`src/rtl/memref_pkg.sv`:
```
`default_nettype none
// ============================================================================
// memref_pkg : shared state encoding and length/address helpers for the copy engine
// Revision   : 1.0
// ============================================================================
package memref_pkg;

    localparam int unsigned DEFAULT_WIDTH = 32;
    localparam int unsigned DEFAULT_SIZE  = 8;

    typedef enum logic [1:0] {
        IDLE  = 2'd0,
        RUN   = 2'd1,
        DRAIN = 2'd2,
        DONE  = 2'd3
    } memref_state_e;

    // AW = $clog2(SIZE)
    function automatic int unsigned addr_width(input int unsigned size);
        return $clog2(size);
    endfunction

    function automatic int unsigned clamp_len(input int unsigned len, input int unsigned size);
        return (len > size) ? size : len;
    endfunction

endpackage
`default_nettype wire

```
`src/rtl/memref_addr_ctr.sv`:
```
`default_nettype none
// ============================================================================
// memref_addr_ctr : loadable address counter that wraps modulo SIZE
// Revision        : 1.0
// ============================================================================
module memref_addr_ctr #(
    parameter int SIZE = 8,
    parameter int AW   = $clog2(SIZE)
) (
    input  logic          clk,
    input  logic          rst,
    input  logic          i_load,
    input  logic [AW-1:0] i_load_val,
    input  logic          i_inc,
    output logic [AW-1:0] o_count
);

    // Explicit wrap so non-power-of-two sizes skip the unused codes
    localparam logic [AW-1:0] c_LAST_ADDR = AW'(SIZE - 1);

    logic [AW-1:0] r_count;

    always_ff @(posedge clk) begin
        if (rst) begin
            r_count <= '0;
        end else if (i_load) begin
            r_count <= i_load_val;
        end else if (i_inc) begin
            r_count <= (r_count == c_LAST_ADDR) ? '0 : r_count + 1'b1;
        end
    end

    assign o_count = r_count;

endmodule
`default_nettype wire

```
`src/rtl/memref_copy_engine.sv`:
```
`default_nettype none
// ============================================================================
// memref_copy_engine : streams len words from a read port into a write port
// Revision           : 1.0
// ============================================================================
module memref_copy_engine
    import memref_pkg::*;
#(
    parameter  int WIDTH = DEFAULT_WIDTH,
    parameter  int SIZE  = DEFAULT_SIZE,
    localparam int AW    = addr_width(SIZE)
) (
    input  logic             clk,
    input  logic             rst,
    input  logic             start,
    input  logic [AW-1:0]    src_base,
    input  logic [AW-1:0]    dst_base,
    input  logic [AW:0]      len,
    output logic             busy,
    output logic             done,
    output logic             rd_en,
    output logic [AW-1:0]    rd_addr,
    input  logic             dout_valid,
    input  logic [WIDTH-1:0] dout,
    output logic             wr_en,
    output logic [AW-1:0]    wr_addr,
    output logic [WIDTH-1:0] din
);

    memref_state_e    r_state;
    logic             r_busy;
    logic             r_done;
    logic             r_rd_en;
    logic             r_wr_en;
    logic [AW-1:0]    r_wr_addr;
    logic [WIDTH-1:0] r_din;
    logic [AW:0]      r_len;
    logic [AW:0]      r_rd_cnt;
    logic [AW:0]      r_wr_cnt;

    logic [AW:0]      w_len_clamped;
    logic [AW-1:0]    w_rd_addr;
    logic [AW-1:0]    w_wr_ptr;
    logic             w_start_ok;
    logic             w_rd_adv;
    logic             w_capture;

    assign w_len_clamped = (AW+1)'(clamp_len(32'(len), SIZE));
    assign w_start_ok    = (r_state == IDLE) && start;
    // r_rd_cnt counts the read currently on the port, so stop advancing on the last one
    assign w_rd_adv      = (r_state == RUN) && (r_rd_cnt != r_len);
    assign w_capture     = dout_valid && ((r_state == RUN) || (r_state == DRAIN));

    memref_addr_ctr #(.SIZE(SIZE), .AW(AW)) u_rd_ctr (
        .clk        (clk),
        .rst        (rst),
        .i_load     (w_start_ok),
        .i_load_val (src_base),
        .i_inc      (w_rd_adv),
        .o_count    (w_rd_addr)
    );

    memref_addr_ctr #(.SIZE(SIZE), .AW(AW)) u_wr_ctr (
        .clk        (clk),
        .rst        (rst),
        .i_load     (w_start_ok),
        .i_load_val (dst_base),
        .i_inc      (w_capture),
        .o_count    (w_wr_ptr)
    );

    always_ff @(posedge clk) begin
        if (rst) begin
            r_state   <= IDLE;
            r_busy    <= 1'b0;
            r_done    <= 1'b0;
            r_rd_en   <= 1'b0;
            r_wr_en   <= 1'b0;
            r_wr_addr <= '0;
            r_din     <= '0;
            r_len     <= '0;
            r_rd_cnt  <= '0;
            r_wr_cnt  <= '0;
        end else begin
            r_wr_en <= w_capture;
            if (w_capture) begin
                r_din     <= dout;
                r_wr_addr <= w_wr_ptr;
                r_wr_cnt  <= r_wr_cnt + 1'b1;
            end

            case (r_state)
                IDLE: begin
                    r_done <= 1'b0;
                    if (start) begin
                        r_len    <= w_len_clamped;
                        r_wr_cnt <= '0;
                        r_busy   <= 1'b1;
                        if (w_len_clamped == '0) begin
                            r_state <= DONE;
                            r_done  <= 1'b1;
                        end else begin
                            r_state  <= RUN;
                            r_rd_en  <= 1'b1;
                            r_rd_cnt <= (AW+1)'(1);
                        end
                    end
                end
                RUN: begin
                    if (r_rd_cnt == r_len) begin
                        r_rd_en <= 1'b0;
                        r_state <= DRAIN;
                    end else begin
                        r_rd_cnt <= r_rd_cnt + 1'b1;
                    end
                end
                DRAIN: begin
                    if (r_wr_cnt == r_len) begin
                        r_state <= DONE;
                        r_done  <= 1'b1;
                    end
                end
                DONE: begin
                    r_done  <= 1'b0;
                    r_busy  <= 1'b0;
                    r_state <= IDLE;
                end
                default: begin
                    r_state <= IDLE;
                end
            endcase
        end
    end

    assign busy    = r_busy;
    assign done    = r_done;
    assign rd_en   = r_rd_en;
    assign rd_addr = w_rd_addr;
    assign wr_en   = r_wr_en;
    assign wr_addr = r_wr_addr;
    assign din     = r_din;

endmodule
`default_nettype wire

```
`config.mk`:
```
export PLATFORM = sky130hd
export DESIGN_NAME = memref_copy_engine
export DESIGN_NICKNAME = d
export VERILOG_FILES = /design/src/rtl/memref_pkg.sv /design/src/rtl/memref_addr_ctr.sv /design/src/rtl/memref_copy_engine.sv
export SDC_FILE = /design/constraint.sdc
export NUM_CORES = 1
export LEC_CHECK = 0
export CORE_MARGIN = 10
export CORE_UTILIZATION = 40
export DETAILED_ROUTE_END_ITERATION = 8
export PLACE_DENSITY = 0.75
export SETUP_SLACK_MARGIN = 0.2
export SLEW_MARGIN = 15
export SYNTH_ARGS = -nofsm -noshare
export SYNTH_HDL_FRONTEND = slang
export SYNTH_SLANG_ARGS = --single-unit
```
`constraint.sdc`:
```
create_clock -name clk -period 1.8 [get_ports clk]
set_input_delay 0.54 -clock clk [delete_from_list [all_inputs] [get_ports clk]]
set_output_delay 0.54 -clock clk [all_outputs]
set_load 0.02 [all_outputs]
```
# == After elaboration in Yosys (flattened, before gate mapping) ==
# Index checks and enable logic that the tools add are counted.
# op_classes
add_sub_neg,4
mul,0
div_mod_pow,0
magnitude_cmp,1
n_eq_ne,13
shift,0
mux,29
bitwise,0
reduce_logical,17
# ops
operator,count
$mux 4,7
$mux 3,6
$add 4x1->4 const B,2
$eq 4x4->1,2
$mux 2,4
$pmux 2 s4,1
$pmux 4 s2,1
$reduce_and 4->1,2
$reduce_bool 2->1,4
$mux 1,7
$add 3x1->3 const B,2
$eq 3x3->1 const B,2
$ne 2x2->1 const B,3
$reduce_and 2->1,3
$eq 2x2->1 const B,2
$gt 4x4->1 const B,1
$logic_not 4->1,1
$ne 2x1->1 const B,2
$ne 4x4->1,1
$pmux 1 s2,2
$logic_and 1x1->1,3
$pmux 1 s3,1
$reduce_and 3->1,1
$reduce_bool 3->1,1
3 further kinds,3
# word_totals
reg_bits,59
latch_bits,0
mem_bits_rw,0
mem_bits_ro,0
in_bits,46
output_inout_bits,42
word_cells,76
memories,0

# == Longest topological paths before layout ==
# depth
word_depth,6
ltp_mapped,9
depth_no_buf,7

# == Hierarchy ==
# Synthesis repeated with hierarchy kept, for this count alone.
# unflattened
hier_cells,296
area_unflattened_um2,2556.2
# by_module_without_submodules
mod,n_inst,cells_per_inst,area_per_inst_um2,seq_area_each_um2
memref_copy_engine,1,264,2210.9,1061.0
memref_addr_ctr,2,16,172.7,60.1

# == Worst setup path after synthesis ==
# OpenSTA, ideal clock, no wires.
# synth_path
path_kind,register -> register
startpoint,reg r_state[0]
endpoint,reg r_rd_cnt[0]
setup_time_ns,0.071
arrival_time_ns,1.749
required_ns,1.729
slack_ns,-0.019
stages_incl_launch_ff,10
n_path_buf,2
period_less_slack_ns,1.819
cell_sequence,dfxtp_1 > inv_1 > ha_1 > buf_4 > and2_4 > buf_8 > nand2b_4 > and2_4 > or4_1 > a21oi_1
# synth_between
elab_chain_cells,3
word_cells_on_any_way,8
classes_between,4 x eq/ne; 1 x mux; 3 x reduce/logical
# synth_rtl
element,line,text
"start, declared",memref_copy_engine.sv:30,memref_state_e r_state;
"start signal, assigned",memref_copy_engine.sv:74,r_state <= IDLE;
"start signal, assigned",memref_copy_engine.sv:100,r_state <= DONE;
"start signal, assigned",memref_copy_engine.sv:103,r_state <= RUN;
$eq 2x1->1 / $logic_not 2->1 (equally long branches),memref_copy_engine.sv:92,case (r_state)
$ne 2x2->1 (no source line) / $reduce_bool 2->1 (equally long branches),-,
$reduce_and 4->1 (no source line),-,
"end signal, assigned",memref_copy_engine.sv:105,r_rd_cnt <= (AW+1)'(1);
"end signal, assigned",memref_copy_engine.sv:114,r_rd_cnt <= r_rd_cnt + 1'b1;
"end, declared",memref_copy_engine.sv:38,logic [AW:0] r_rd_cnt;
# Parallel ways exist; a longest one is shown, timed or not.
# A chain may end at the register's enable or synchronous reset.

# == Worst setup path in the final report ==
# layout_path
startpoint,reg r_rd_cnt[3]
endpoint,reg r_state[0]
# layout_between
elab_chain_cells,3
# layout_rtl
element,line,text
$eq 4x4->1,memref_copy_engine.sv:110,if (r_rd_cnt == r_len) begin
$ne 2x1->1 (no source line),-,
$reduce_and 3->1 (no source line),-,
"end signal, assigned",memref_copy_engine.sv:112,r_state <= DRAIN;
"end signal, assigned",memref_copy_engine.sv:119,r_state <= DONE;
"end signal, assigned",memref_copy_engine.sv:126,r_state <= IDLE;
# Every way passes these cells.

==> run_results.csv <==
group,metric,value,unit
pwr,p_leak,1.66,nW
timing,skew,8.63,ps
grt,antenna_found_initial,0,
critical_path,crit_path_cell_trace,"xor2_1 > o41a_1 > nor2_2 > nand2_2 > a221oi_2",
critical_path,path_buf_inv,0,
die,die_w,98.7,microns
grt,grt_pass1_vias,2297,
timing,period_needed,1640,ps
critical_path,r2r-end,"r_state[0]",
detailed_routing,remaining_drc_errors,0,
clock_tree,cts_sinks,59,
synthesis,yosysSeqAreaShare,0.476,
layout,drive_above_1_share,0.170,
detailed_routing,num_vias,2465,
grt,track_usage,0.136,
layout,final_core_util,0.643,
synthesis,synth_area_per_cell,8.21,sq um
die,dieHeight,98.7,microns
grt,grtUsageMet1,0.159,
layout,n_antenna_cell,0,
clock_tree,worstSkewPairLatency,330,ps
detailed_routing,drt_iter0_markers,148,
placement,place_ws,-478,ps
critical_path,worstReg2RegStart,"r_rd_cnt[3]",
critical_path,path_delay_family,"compound AO/OA/AOI/OAI gates",
grt,grt_pass1_wl,11.1,mm
timing,drv_slew,0,
timing,fin_tns_setup,0,ps
critical_path,cp_slowest_cell,"o41a_1",
detailed_routing,routed_wl,7.10,mm
clock_tree,cts-hold-fix-buffers,0,
critical_path,r2r_cells,5,
placement,dp.cells,465,
worst_hold_path,min_to,"din[24]",
grt,grtUsageMet2,0.210,
critical_path,critical_path_class,"reg -> reg",
synthesis,yosysWarnings,0,
placement,dp_hpwl,5.22,mm
clock_tree,htreeDepth,3,
timing,setup_viol,0,
critical_path,regToRegSetupSlack,160,ps
placement,port_buffers,87,
pwr,irDropWorstVdd,0.000637,V
layout,area_growth,54.4,%
grt,grtUsageMet3,0.0510,
synthesis,synth_area,2480,sq um
clock_tree,cts_tree,"built",
timing,finalCritPeriodShare,0.912,
synthesis,yosysUniqueCellTypes,37,
clock_tree,numCtsBuffers,9,
detailed_routing,antenna_left,0,
detailed_routing,wl_per_cell,14.4,microns
placement,place_congestion,0.887,
critical_path,max_stage_delay,500,ps
grt,gr-max-usage-layer,"met2",
die,rows,28,
flow_run,drv_cap,0,
clock_tree,clk_pin_slew_worst_paths,70,ps
grt,grt_max_degree,30,
synthesis,syn-num-nets,358,
die,core_area,5960,sq um
timing,worstMarginPinSlew,574,ps
clock_tree,clock_path_buffers,2,
critical_path,endpoint_kind,"flop",
layout,final_nets,469,
die,dieArea,9750,sq um
timing,worst_slack,159,ps
timing,rsz0062_at_grt,"true",
timing,clock.fmax,609,MHz
layout,stdcell_count,493,
critical_path,cp_max_fo,3,
timing,relSlewSlack,0.617,
die,io_pins,88,
clock_tree,root_buffer,"clkbuf_8",
worst_hold_path,hp-start,"din[24]",
critical_path,start_kind,"flop",
grt,gr-total-overflow,0,
timing,hold_viol,0,
worst_hold_path,hold_path_depth,2,
worst_hold_path,min-delay-path-class,"reg -> reg",
synthesis,synth_cells,302,
detailed_routing,drt_first_pass_iters,5,
layout,nFillCells,528,
critical_path,critical_path_arrival,1880,ps
synthesis,ys_ff_latch,59,
die,initial_utilization,0.416,
pwr,power_density,1370,nW/um^2
critical_path,critPathRequiredTime,2040,ps
outcome,outcome,"finished, final reports clean",
detailed_routing,viasPerCell,5.00,
area by class of cell:
cell class              instances  area, sq um  share of cell area
well taps                      75         93.8              0.0245
flip-flops and latches         59         1190               0.311
repair buffers                118         1070               0.278
clock inverters                 4         25.0             0.00654
inverters                       5         23.8             0.00621
clock buffers                  12          155              0.0405
multi-input cells             220         1270               0.332
state kept, by name, indices dropped and copies added (netlist names):
register,flops
u_rd_ctr.o_count,3
r_len,4
din,32
r_state,2
rd_en,1
r_rd_cnt,4
wr_addr,3
done,1
busy,1
wr_en,1
u_wr_ctr.o_count,3
r_wr_cnt,4
tightest hold or removal path, stage by stage, from the launching register on:
cell	delay (ps)
dfxtp_1	300
nand2_1	50
a21oi_1	50
per-layer routing:
| metal | vias up | routed length (microns) |
|---|---|---|
| met4 | 0 | 152 |
| met5 | - | 0 |
| met3 | 12 | 559 |
| li1 | 1238 | - |
| met2 | 84 | 3350 |
| met1 | 1131 | 3030 |
cells by family (layout without fill, tap and decap cells):
kind of cell	Yosys count	after routing	share of synthesized area
fa+ha+maj	10	10	0.0505
mux	1	1	0.00404
flops	59	59	0.476
simple gates	131	131	0.230
compound gates	66	66	0.155
buf+inv	23	139	0.0414
xor+xnor	12	12	0.0424
synthesized netlist by cell type, drive strengths merged:
cell type | number | share of area
nor2 | 17 | 0.026
nor2b | 2 | 0.0050
clkbuf | 13 | 0.020
inv | 5 | 0.0076
and2 | 3 | 0.0096
a221oi | 2 | 0.0071
o31ai | 1 | 0.0030
and3 | 1 | 0.0025
mux2i | 1 | 0.0040
nand3 | 1 | 0.0020
xnor2 | 1 | 0.0035
a21oi | 44 | 0.089
nand2 | 90 | 0.14
xor2 | 11 | 0.039
nand2b | 1 | 0.0055
a211oi | 2 | 0.0061
o41ai | 1 | 0.0035
or4 | 3 | 0.011
a21o | 1 | 0.0030
nand3b | 4 | 0.012
buf | 5 | 0.014
nor4 | 1 | 0.0025
nand4 | 1 | 0.0025
ha | 10 | 0.050
or3 | 1 | 0.0025
a311oi | 5 | 0.018
o41a | 2 | 0.0091
nor3 | 6 | 0.012
o211ai | 1 | 0.0030
o21ai | 7 | 0.014
dfxtp | 59 | 0.48
cell usage in the layout (no fill, tap or decap), drive strengths merged, types with 3 or more instances in the layout:
| cell type | n |
|---|---|
| a21oi | 44 |
| a311oi | 5 |
| and2 | 3 |
| buf | 32 |
| clkbuf | 12 |
| clkdlybuf4s15 | 11 |
| clkdlybuf4s50 | 39 |
| dfxtp | 59 |
| dlygate4sd2 | 36 |
| ha | 10 |
| inv | 5 |
| nand2 | 90 |
| nand3b | 4 |
| nor2 | 17 |
| nor3 | 6 |
| o21ai | 7 |
| or4 | 3 |
| xor2 | 11 |
per-stage QoR:
| step | cell area (sq um) | hold WS (ps) | power (mW) |
|---|---|---|---|
| 3_5_place_dp | 3530 | 446 | 4.03 |
| 4_1_cts | 3730 | 453 | 5.11 |
| 2_1_floorplan | 2500 | 449 | 3.09 |
| 5_1_grt | 3830 | 474 | 5.58 |
| 6_report | 3830 | 448 | 5.24 |
| 3_3_place_gp | 3530 | 441 | 3.98 |
where the power goes:
group          total (mW)  internal [mW]  switching, mW
Clock                1.08          0.570          0.511
Sequential           1.82           1.62          0.202
Combinational        2.34           1.05           1.28
Total                5.24           3.24           2.00
worst max-delay path by stage:
stage	start	end	slack (ps)	cells past startpoint
2_1_floorplan	r_state[1]	r_rd_cnt[0]	110	9
3_3_place_gp	len[2]	r_rd_cnt[3]	-440	7
3_5_place_dp	len[1]	r_rd_cnt[3]	-480	7
4_1_cts	r_state[1]	r_rd_cnt[3]	170	5
5_1_grt	r_rd_cnt[3]	r_state[0]	100	5
6_report	r_rd_cnt[3]	r_state[0]	160	5
what timing repair did:
item,4_1_cts,5_1_grt
pin swaps,7,10
resized for setup,55,27
setup buffers,9,3
setup endpoints to repair,52,20
Note: power is estimated with default switching activity, not from simulation.
